### config.mk
export PLATFORM = sky130hd
export DESIGN_NAME = drive_arbiter
export DESIGN_NICKNAME = d
export VERILOG_FILES = /design/src/rtl/drive_pkg.sv /design/src/rtl/cmd_watchdog.sv /design/src/rtl/drive_arbiter.sv
export SDC_FILE = /design/constraint.sdc
export NUM_CORES = 1
export LEC_CHECK = 0
export CELL_PAD_IN_SITES_DETAIL_PLACEMENT = 1
export CELL_PAD_IN_SITES_GLOBAL_PLACEMENT = 2
export CORE_UTILIZATION = 39
export DETAILED_ROUTE_END_ITERATION = 8
export PLACE_DENSITY_LB_ADDON = 0.12
export SETUP_SLACK_MARGIN = 0.1
export SLEW_MARGIN = 20
export SYNTH_ARGS = -nofsm -noshare
export SYNTH_HDL_FRONTEND = slang
export SYNTH_SLANG_ARGS = --single-unit
### constraint.sdc
create_clock -name clk -period 4 [get_ports clk]
set_input_delay 0.4 -clock clk [delete_from_list [all_inputs] [get_ports clk]]
set_output_delay 0.4 -clock clk [all_outputs]
set_load 0.05 [all_outputs]
### src/rtl/drive_pkg.sv
// Shared types and motor command codes for the drive arbiter and the decision tree.
package drive_pkg;

  typedef enum logic [1:0] {IDLE, MAN, AUTO, DRAIN} arb_state_t;

  typedef enum logic [1:0] {
    SRC_NONE = 2'b00,
    SRC_MAN  = 2'b01,
    SRC_AUTO = 2'b10
  } src_t;

  localparam logic [7:0] CMD_STOP  = 8'h00;
  localparam logic [7:0] CMD_FWD   = 8'h01;
  localparam logic [7:0] CMD_REV   = 8'h02;
  localparam logic [7:0] CMD_LEFT  = 8'h03;
  localparam logic [7:0] CMD_RIGHT = 8'h04;

endpackage

### src/rtl/cmd_watchdog.sv
// Saturating cycle counter that fires a single expire pulse at LIMIT-1 and
// stays disarmed until the next clear.
module cmd_watchdog #(
  parameter int unsigned LIMIT = 16
) (
  input  logic clk,
  input  logic rst_n,
  input  logic clr_i,
  input  logic en_i,
  output logic expire_o
);

  localparam int W = (LIMIT > 1) ? $clog2(LIMIT) : 1;
  localparam logic [W-1:0] LAST = W'(LIMIT - 1);

  logic [W-1:0] cnt_q;
  logic         armed_q;
  logic         at_last;

  assign at_last  = (cnt_q == LAST);
  assign expire_o = en_i && !clr_i && armed_q && at_last;

  always_ff @(posedge clk or negedge rst_n) begin
    if (!rst_n) begin
      cnt_q   <= '0;
      armed_q <= 1'b1;
    end else if (clr_i) begin
      cnt_q   <= '0;
      armed_q <= 1'b1;
    end else if (en_i) begin
      if (!at_last) cnt_q <= cnt_q + 1'b1;
      if (expire_o) armed_q <= 1'b0;
    end
  end

endmodule

### src/rtl/drive_arbiter.sv
// Single owner of the motor-command channel: manual vs autonomous source with
// forced STOP + hold on every switch. DRIVE_ARB_STATS_EN adds event counters.
module drive_arbiter
  import drive_pkg::*;
#(
  parameter int unsigned CMD_W            = 8,
  parameter int unsigned TIMEOUT_CYCLES   = 50_000_000,
  parameter int unsigned STOP_HOLD_CYCLES = 5_000_000
) (
  input  logic             clk,
  input  logic             rst_n,
  input  logic             manual_on,
  input  logic             auto_on,
  input  logic             e_stop,
  input  logic [CMD_W-1:0] man_cmd,
  input  logic             man_valid,
  output logic             man_ready,
  input  logic [CMD_W-1:0] auto_cmd,
  input  logic             auto_valid,
  output logic             auto_ready,
  output logic [CMD_W-1:0] motor_cmd,
  output logic             motor_valid,
  input  logic             motor_ready,
  output logic [1:0]       active_src,
  output logic             timeout_pulse
`ifdef DRIVE_ARB_STATS_EN
  ,
  output logic [15:0]      timeout_count,
  output logic [15:0]      estop_count
`endif
);

  arb_state_t       state_q, state_d, target, tgt_q;
  src_t             src;
  logic [CMD_W-1:0] motor_cmd_q, acc_cmd;
  logic             motor_valid_q, timeout_pulse_q, hold_run_q;
  logic             slot_free, hs, accept, enter_drain, load_stop;
  logic             wd_en, wd_clr, wd_expire;
  logic             hold_en, hold_clr, hold_expire;

  always_comb begin
    if (e_stop)         target = IDLE;
    else if (manual_on) target = MAN;
    else if (auto_on)   target = AUTO;
    else                target = IDLE;
  end

  assign slot_free = !motor_valid_q || motor_ready;
  assign hs        = motor_valid_q && motor_ready;

  always_comb begin
    state_d     = state_q;
    src         = SRC_NONE;
    man_ready   = 1'b0;
    auto_ready  = 1'b0;
    accept      = 1'b0;
    acc_cmd     = man_cmd;
    enter_drain = 1'b0;
    wd_en       = 1'b0;
    case (state_q)
      IDLE: if (target != IDLE) begin
        state_d     = DRAIN;
        enter_drain = 1'b1;
      end
      MAN: begin
        src = SRC_MAN;
        if (target != MAN) begin
          state_d     = DRAIN;
          enter_drain = 1'b1;
        end else begin
          man_ready = slot_free;
          accept    = man_valid && slot_free;
          wd_en     = !accept;
        end
      end
      AUTO: begin
        src     = SRC_AUTO;
        acc_cmd = auto_cmd;
        if (target != AUTO) begin
          state_d     = DRAIN;
          enter_drain = 1'b1;
        end else begin
          auto_ready = slot_free;
          accept     = auto_valid && slot_free;
          wd_en      = !accept;
        end
      end
      DRAIN: if (hold_expire) state_d = target;
      default: state_d = IDLE;
    endcase
  end

  // Both a source switch and a watchdog expiry overwrite any unaccepted payload.
  assign load_stop = enter_drain || wd_expire;
  assign wd_clr    = ((state_q != MAN) && (state_q != AUTO)) || accept;

  // Hold only counts once the STOP has been handed to the driver.
  assign hold_en  = hold_run_q && !e_stop;
  assign hold_clr = (state_q != DRAIN) || e_stop || (target != tgt_q);

  cmd_watchdog #(.LIMIT(TIMEOUT_CYCLES)) u_wdog (
    .clk(clk), .rst_n(rst_n), .clr_i(wd_clr), .en_i(wd_en), .expire_o(wd_expire)
  );

  cmd_watchdog #(.LIMIT(STOP_HOLD_CYCLES)) u_hold (
    .clk(clk), .rst_n(rst_n), .clr_i(hold_clr), .en_i(hold_en), .expire_o(hold_expire)
  );

  always_ff @(posedge clk or negedge rst_n) begin
    if (!rst_n) begin
      state_q         <= IDLE;
      tgt_q           <= IDLE;
      hold_run_q      <= 1'b0;
      timeout_pulse_q <= 1'b0;
      motor_cmd_q     <= CMD_W'(CMD_STOP);
      motor_valid_q   <= 1'b0;
    end else begin
      state_q         <= state_d;
      tgt_q           <= target;
      hold_run_q      <= (state_q == DRAIN) && (hold_run_q || hs);
      timeout_pulse_q <= wd_expire;
      if (load_stop) begin
        motor_cmd_q   <= CMD_W'(CMD_STOP);
        motor_valid_q <= 1'b1;
      end else if (accept) begin
        motor_cmd_q   <= acc_cmd;
        motor_valid_q <= 1'b1;
      end else if (motor_ready) begin
        motor_valid_q <= 1'b0;
      end
    end
  end

  assign motor_cmd     = motor_cmd_q;
  assign motor_valid   = motor_valid_q;
  assign active_src    = src;
  assign timeout_pulse = timeout_pulse_q;

`ifdef DRIVE_ARB_STATS_EN
  logic        e_stop_q;
  logic [15:0] tcnt_q, ecnt_q;

  always_ff @(posedge clk or negedge rst_n) begin
    if (!rst_n) begin
      e_stop_q <= 1'b0;
      tcnt_q   <= '0;
      ecnt_q   <= '0;
    end else begin
      e_stop_q <= e_stop;
      if (wd_expire && (tcnt_q != 16'hFFFF)) tcnt_q <= tcnt_q + 1'b1;
      if (e_stop && !e_stop_q && (ecnt_q != 16'hFFFF)) ecnt_q <= ecnt_q + 1'b1;
    end
  end

  assign timeout_count = tcnt_q;
  assign estop_count   = ecnt_q;
`endif

endmodule
# Yosys cells after proc, flatten, opt, wreduce, memory -nomap -nowiden

Index checks and enable logic that the tools add are counted.

Add/subtract/negate cells: 2
Multiplexer cells: 41
Reductions and logical operators: 37
Equality and inequality tests: 17

Operator list:

| kind                                                            | number |
|---|---|
| 26-bit two-way mux                                              | 3 |
| 23-bit two-way mux                                              | 3 |
| 26-bit by 1-bit adder with 26-bit output, second input constant | 1 |
| 26-bit == test, second input constant                           | 1 |
| 8-bit two-way mux                                               | 3 |
| 23-bit by 1-bit adder with 23-bit output, second input constant | 1 |
| 23-bit == test, second input constant                           | 1 |
| 1-bit two-way mux                                               | 20 |
| 2-bit two-way mux                                               | 7 |
| 2-bit != test, second input constant                            | 7 |
| 1-bit logical AND                                               | 12 |
| 2-bit nonzero test                                              | 6 |
| 2-bit by 1-bit != test with 1-bit output, second input constant | 4 |
| 2-bit one-hot mux with 4 select lines                           | 1 |
| 2-bit AND reduction                                             | 4 |
| 1-bit logical NOT                                               | 6 |
| 1-bit logical OR                                                | 6 |
| 2-bit == test, second input constant                            | 2 |
| 1-bit one-hot mux with 2 select lines                           | 2 |
| 2-bit one-hot mux with 2 select lines                           | 1 |
| 4-bit AND reduction                                             | 1 |
| 1-bit one-hot mux with 3 select lines                           | 1 |
| 3-bit nonzero test                                              | 1 |
| 2-bit by 1-bit == test with 1-bit output, second input constant | 1 |
| other kinds (2)                                                 | 2 |

Register bits after elaboration: 66
Word-level logic and storage cells: 107

# Logic depth before layout (Yosys ltp)

Depth in word-level cells: 14
Mapped depth: 8
Depth with buffers taken out: 7

# By module

Synthesis repeated with hierarchy kept, for this count alone.

Cell total of the unflattened synthesis: 408
Area total of the unflattened synthesis: 3858.7 µm²

By module, submodules not included:

| module                | times used | cells an instance | area each (µm²) |
|---|---|---|---|
| cmd_watchdog (u_wdog) | 1          | 167               | 1594.0 |
| cmd_watchdog (u_hold) | 1          | 150               | 1361.3 |
| drive_arbiter         | 1          | 91                | 903.4 |

# Worst setup path before layout

Ideal clock, no wire load.

Kind: flip-flop to flip-flop
Start: reg state_q[0]
End: reg u_wdog.cnt_q[7]
Slack: 1582 ps
Library setup time: 78 ps
Data required time: 3922 ps
Period minus slack after synthesis: 2418 ps
Stages on the path, launching flop included: 8
Path buffers: 0
Data arrival time: 2340 ps
Path through: dfrtp_1 inv_1 ha_1 nand4bb_2 a21oi_4 nor2_2 or4_2 a21oi_1

Word-level cells in the longest chain between the ends: 5
Elaborated cells on any way between the ends: 12

RTL lines:

| item                                                                                     | line                                     | source |
|---|---|---|
| start: declaration                                                                       | drive_arbiter.sv:33                      | `arb_state_t state_q, state_d, target, tgt_q;` |
| start signal: assignment                                                                 | drive_arbiter.sv:118                     | `state_q <= state_d;` |
| 2-bit == test, or another cell as far along                                              | drive_arbiter.sv:60                      | `case (state_q)` |
| 1-bit one-hot mux with 2 select lines or 1-bit logical AND (tied branches)               | drive_arbiter.sv:60, drive_arbiter.sv:95 |  |
| 1-bit logical OR                                                                         | drive_arbiter.sv:95                      | `assign wd_clr = ((state_q != MAN) && (state_q != AUTO)) \|\| accept;` |
| 2-bit by 1-bit != test with 1-bit output (no line) or 2-bit nonzero test (tied branches) | --                                       |  |
| 2-bit AND reduction (no line)                                                            | --                                       |  |
| end signal: assignment                                                                   | cmd_watchdog.sv:31                       | `if (!at_last) cnt_q <= cnt_q + 1'b1;` |
| end: declaration                                                                         | cmd_watchdog.sv:16                       | `logic [W-1:0] cnt_q;` |

Parallel ways exist; a longest one is shown, timed or not.
A chain may end at the register's enable or synchronous reset.

# Final worst setup path

Start: reg state_q[0]
End: out auto_ready

Word-level cells in the longest chain between the ends: 2

RTL lines:

| item              | line                | source |
|---|---|---|
| 2-bit == test     | drive_arbiter.sv:60 |  |
| 1-bit two-way mux | drive_arbiter.sv:60 |  |
| end: declaration  | drive_arbiter.sv:20 | `output logic auto_ready,` |

No other way between the ends.

==> impl_metrics.ini <==
[status]
run_status = completed

[yosys]
yosys.area_share.simple = 0.289
count_of_flip_flops_with_a_built_in_enable_after_synthesis = 0
synth_area_sq_um = 3910
synth-seq-area-share = 0.423
compound_cell_area_share_of_the_yosys_netlist = 0.161
synth-adder-area-share = 0.0224
yosys_most_used_dff = sky130_fd_sc_hd__dfrtp_1
postSynth.asyncResetShare = 1.00
yosys-mux-area-fraction = 0.0486
syn_inst = 407
syn_nets = 438
synth_top_family_by_area = simple AND/OR/NAND/NOR gates
synth_warnings = 0
post_synth_cell_types = 68
syn_area_per_cell_sq_um = 9.61
yosys_register_bits = 66
synth_xor_area_frac = 0.0224

[floorplan]
die_w_um = 102
rows = 36
floorplan.io_pins = 38
die_area_sq_um = 10400
floorplan.initialDensity = 0.402
placeableCoreArea_sq_um = 9730
die-height_um = 102

[cells_and_area]
post-route-util = 0.466
fin_nets = 475
sequential_cell_area_sq_um = 1650
final.fill_count = 1164
most-common-layout-cells = sky130_fd_sc_hd__dfrtp_1, sky130_fd_sc_hd__a21oi_1, sky130_fd_sc_hd__clkdlybuf4s50_1, sky130_fd_sc_hd__nand2_1, sky130_fd_sc_hd__nor2_1
insertedDiodeCount = 0
syn2layout_area_growth_pct = 16.0
final_layout_size_suffix_gt1_frac = 0.136
layout_commonest_cell = sky130_fd_sc_hd__dfrtp_1
total_area_of_multi_input_combinational_cells_sq_um = 2120

[global_routing]
grt.overflow.total = 0
grt_util_all_layers = 0.213
grt_pass1_vias = 3448
grt_first_pass_wirelength_um = 17200
antenna_found_initial = 0
grt_start_max_net_pins = 45

[clock_network]
clk_latency_ns = 0.34
cts_buffers = 9
cts_root_buf = sky130_fd_sc_hd__clkbuf_8
cts.sinks = 66
cts_resized = 0
cts.reportedPaths.clkPinSlew_ns = 0.07
setup_repair_bufs_after_cts = 0
cts.path.max_buffers = 2
clock_tree_from_tritoncts = yes
ctsHtreeMaxLevel = 3
cts_hold_buf = 0

[drt]
route.layer.met1.wl_um = 4820
via_count = 3332
dr.pass1.iters = 4
finalWirelength_um = 9940
met2_length_um = 4700
wl_per_cell_um = 17.1
drt.antenna.violating_nets = 0
final_routed_drc_violation_total = 0
drtIter0Drc = 73
met3WireLength_um = 321
highest-signal-layer = met4
routed_via_density = 5.74

[setup_path]
cp_data_arrival_time_ns = 2.62
r2r_path_end = u_wdog.cnt_q[9]
crit_path_start_kind = flip-flop
timing.critical_path.to_type = output port
reg2reg_slack_ns = 1.33
worstPathRequired_ns = 3.60
critical_path_type = flip-flop to output port
crit_path_max_fanout = 15
reg2regPathDepth = 7
crit_reg_reg_startpoint = state_q[0]

[sta]
fmax_mhz = 332
grt_setup_unrepaired = false
worst-slew-pin-transition_ns = 0.822
final.setup.tns_ns = 0
slew_violations = 0
final.period_utilization = 0.754
setup_viol_count_final = 0
minimum_clock_period_ns = 3.02
final.setup_skew_ns = 0.0104
slew_headroom = 0.449
final.hold.worst_slack_ns = 0.0699
report.final.hold_viol_count = 0

[pwr]
power.ir.vdd_worst_mv = 0.181
pwr-share-clk = 0.316
power.density_cell_area_nw_per_um2 = 337
leakage_dissipation_nw = 1.76
seqPwrFrac = 0.461
switchingPower_w = 0.000485
p_sw_frac = 0.318
combPwrFrac = 0.223
cell_internal_pwr_w = 0.00104

[placed_design]
gp_congestion = 0.748
hpwlAfterDp_um = 7020
place.port_buffers = 37

[min_path]
hold_class = input port to async pin

[flow_run]
drv.max_cap_violation_count = 0
-- area by class of cell --
cell class              count  area share
clock buffers              14      0.0336
inverters                  10     0.00827
multi-input cells         316       0.468
flip-flops and latches     66       0.365
well taps                 133      0.0367
repair buffers             41      0.0885
-- power groups by stage --
stage | Combinational, W | Clock (W) | Sequential (W)
floorplan | 0.000194 | 0 | 0.000744
global placement | 0.000338 | 0 | 0.000716
detailed placement | 0.000344 | 0 | 0.000716
CTS | 0.000346 | 0.000503 | 0.000704
global route | 0.000373 | 0.000525 | 0.000707
finish | 0.000341 | 0.000482 | 0.000704
-- kinds of logic after synthesis --
logic type,Yosys count
simple gates,183
mux,18
fa+ha+maj,7
flops,66
compound gates,98
buf+inv,25
xor+xnor,10
-- sequential cells by signal (all words and copies together) (netlist names) --
signal / flops
u_wdog.cnt_q: 26
motor_cmd: 8
u_wdog.armed_q: 1
u_hold.armed_q: 1
hold_run_q: 1
timeout_pulse: 1
motor_valid: 1
tgt_q: 2
u_hold.cnt_q: 23
state_q: 2
-- synth_stat cells, types with 3 or more instances --
cell                       number  area, sq um
sky130_fd_sc_hd__a31o_2         4         35.0
sky130_fd_sc_hd__and3_1         4         25.0
sky130_fd_sc_hd__nand2b_1       5         31.3
sky130_fd_sc_hd__nor4_4         3         63.8
sky130_fd_sc_hd__nor2_1        28          105
sky130_fd_sc_hd__clkbuf_1       7         26.3
sky130_fd_sc_hd__xnor2_1        3         26.3
sky130_fd_sc_hd__nor4b_1        4         35.0
sky130_fd_sc_hd__buf_2          5         25.0
sky130_fd_sc_hd__nand4_1       12         75.1
sky130_fd_sc_hd__or3_1         16          100
sky130_fd_sc_hd__and4_1         4         35.0
sky130_fd_sc_hd__nor3_1        11         55.1
sky130_fd_sc_hd__or2_2          3         18.8
sky130_fd_sc_hd__mux2i_1       10          100
sky130_fd_sc_hd__o21ai_0       17         85.1
sky130_fd_sc_hd__a21oi_1       38          190
sky130_fd_sc_hd__o211ai_1       3         22.5
sky130_fd_sc_hd__or4_1         10         75.1
sky130_fd_sc_hd__nand3_1       15         75.1
sky130_fd_sc_hd__or4_2          3         26.3
sky130_fd_sc_hd__o31ai_1       14          105
sky130_fd_sc_hd__dfrtp_1       64         1600
sky130_fd_sc_hd__mux2_2         8         90.1
sky130_fd_sc_hd__nand3b_1       5         37.5
sky130_fd_sc_hd__xor2_1         7         61.3
sky130_fd_sc_hd__nand2_1       34          128
sky130_fd_sc_hd__ha_1           7         87.6
sky130_fd_sc_hd__inv_1         10         37.5
-- worst max path at each step --
stage                    start              end  slack [ns]  cells after the start
finish              state_q[0]       auto_ready        0.98                      5
floorplan           state_q[0]  u_wdog.cnt_q[7]        1.58                      7
detailed placement      e_stop       state_q[0]        1.23                      6
global route        state_q[0]       auto_ready        0.76                      5
CTS                 state_q[0]       auto_ready        0.92                      5
global placement        e_stop       auto_ready        1.27                      4
-- routing by layer --
metal | track usage | up-vias
met5 | 0 | -
met4 | 0.0681 | 0
met3 | 0.0424 | 9
met2 | 0.342 | 45
met1 | 0.290 | 1675
li1 | - | 1603
-- critical path, stage by stage (launching register included) --
cell	delay, ns
sky130_fd_sc_hd__dfrtp_1	0.43
sky130_fd_sc_hd__inv_1	0.11
sky130_fd_sc_hd__ha_1	0.55
sky130_fd_sc_hd__nand4bb_2	0.22
sky130_fd_sc_hd__nor2_1	0.14
sky130_fd_sc_hd__clkdlybuf4s50_1	0.82
-- per-stage QoR --
step,power [W],instance area [sq um],cells,setup WS (ns)
floorplan,0.000938,3910,407,1.58
global placement,0.00105,4370,565,1.27
detailed placement,0.00106,4370,565,1.23
CTS,0.00155,4520,579,0.917
global route,0.00161,4540,580,0.758
finish,0.00153,4540,580,0.984
No activity file was read; power rests on OpenSTA's default activity.
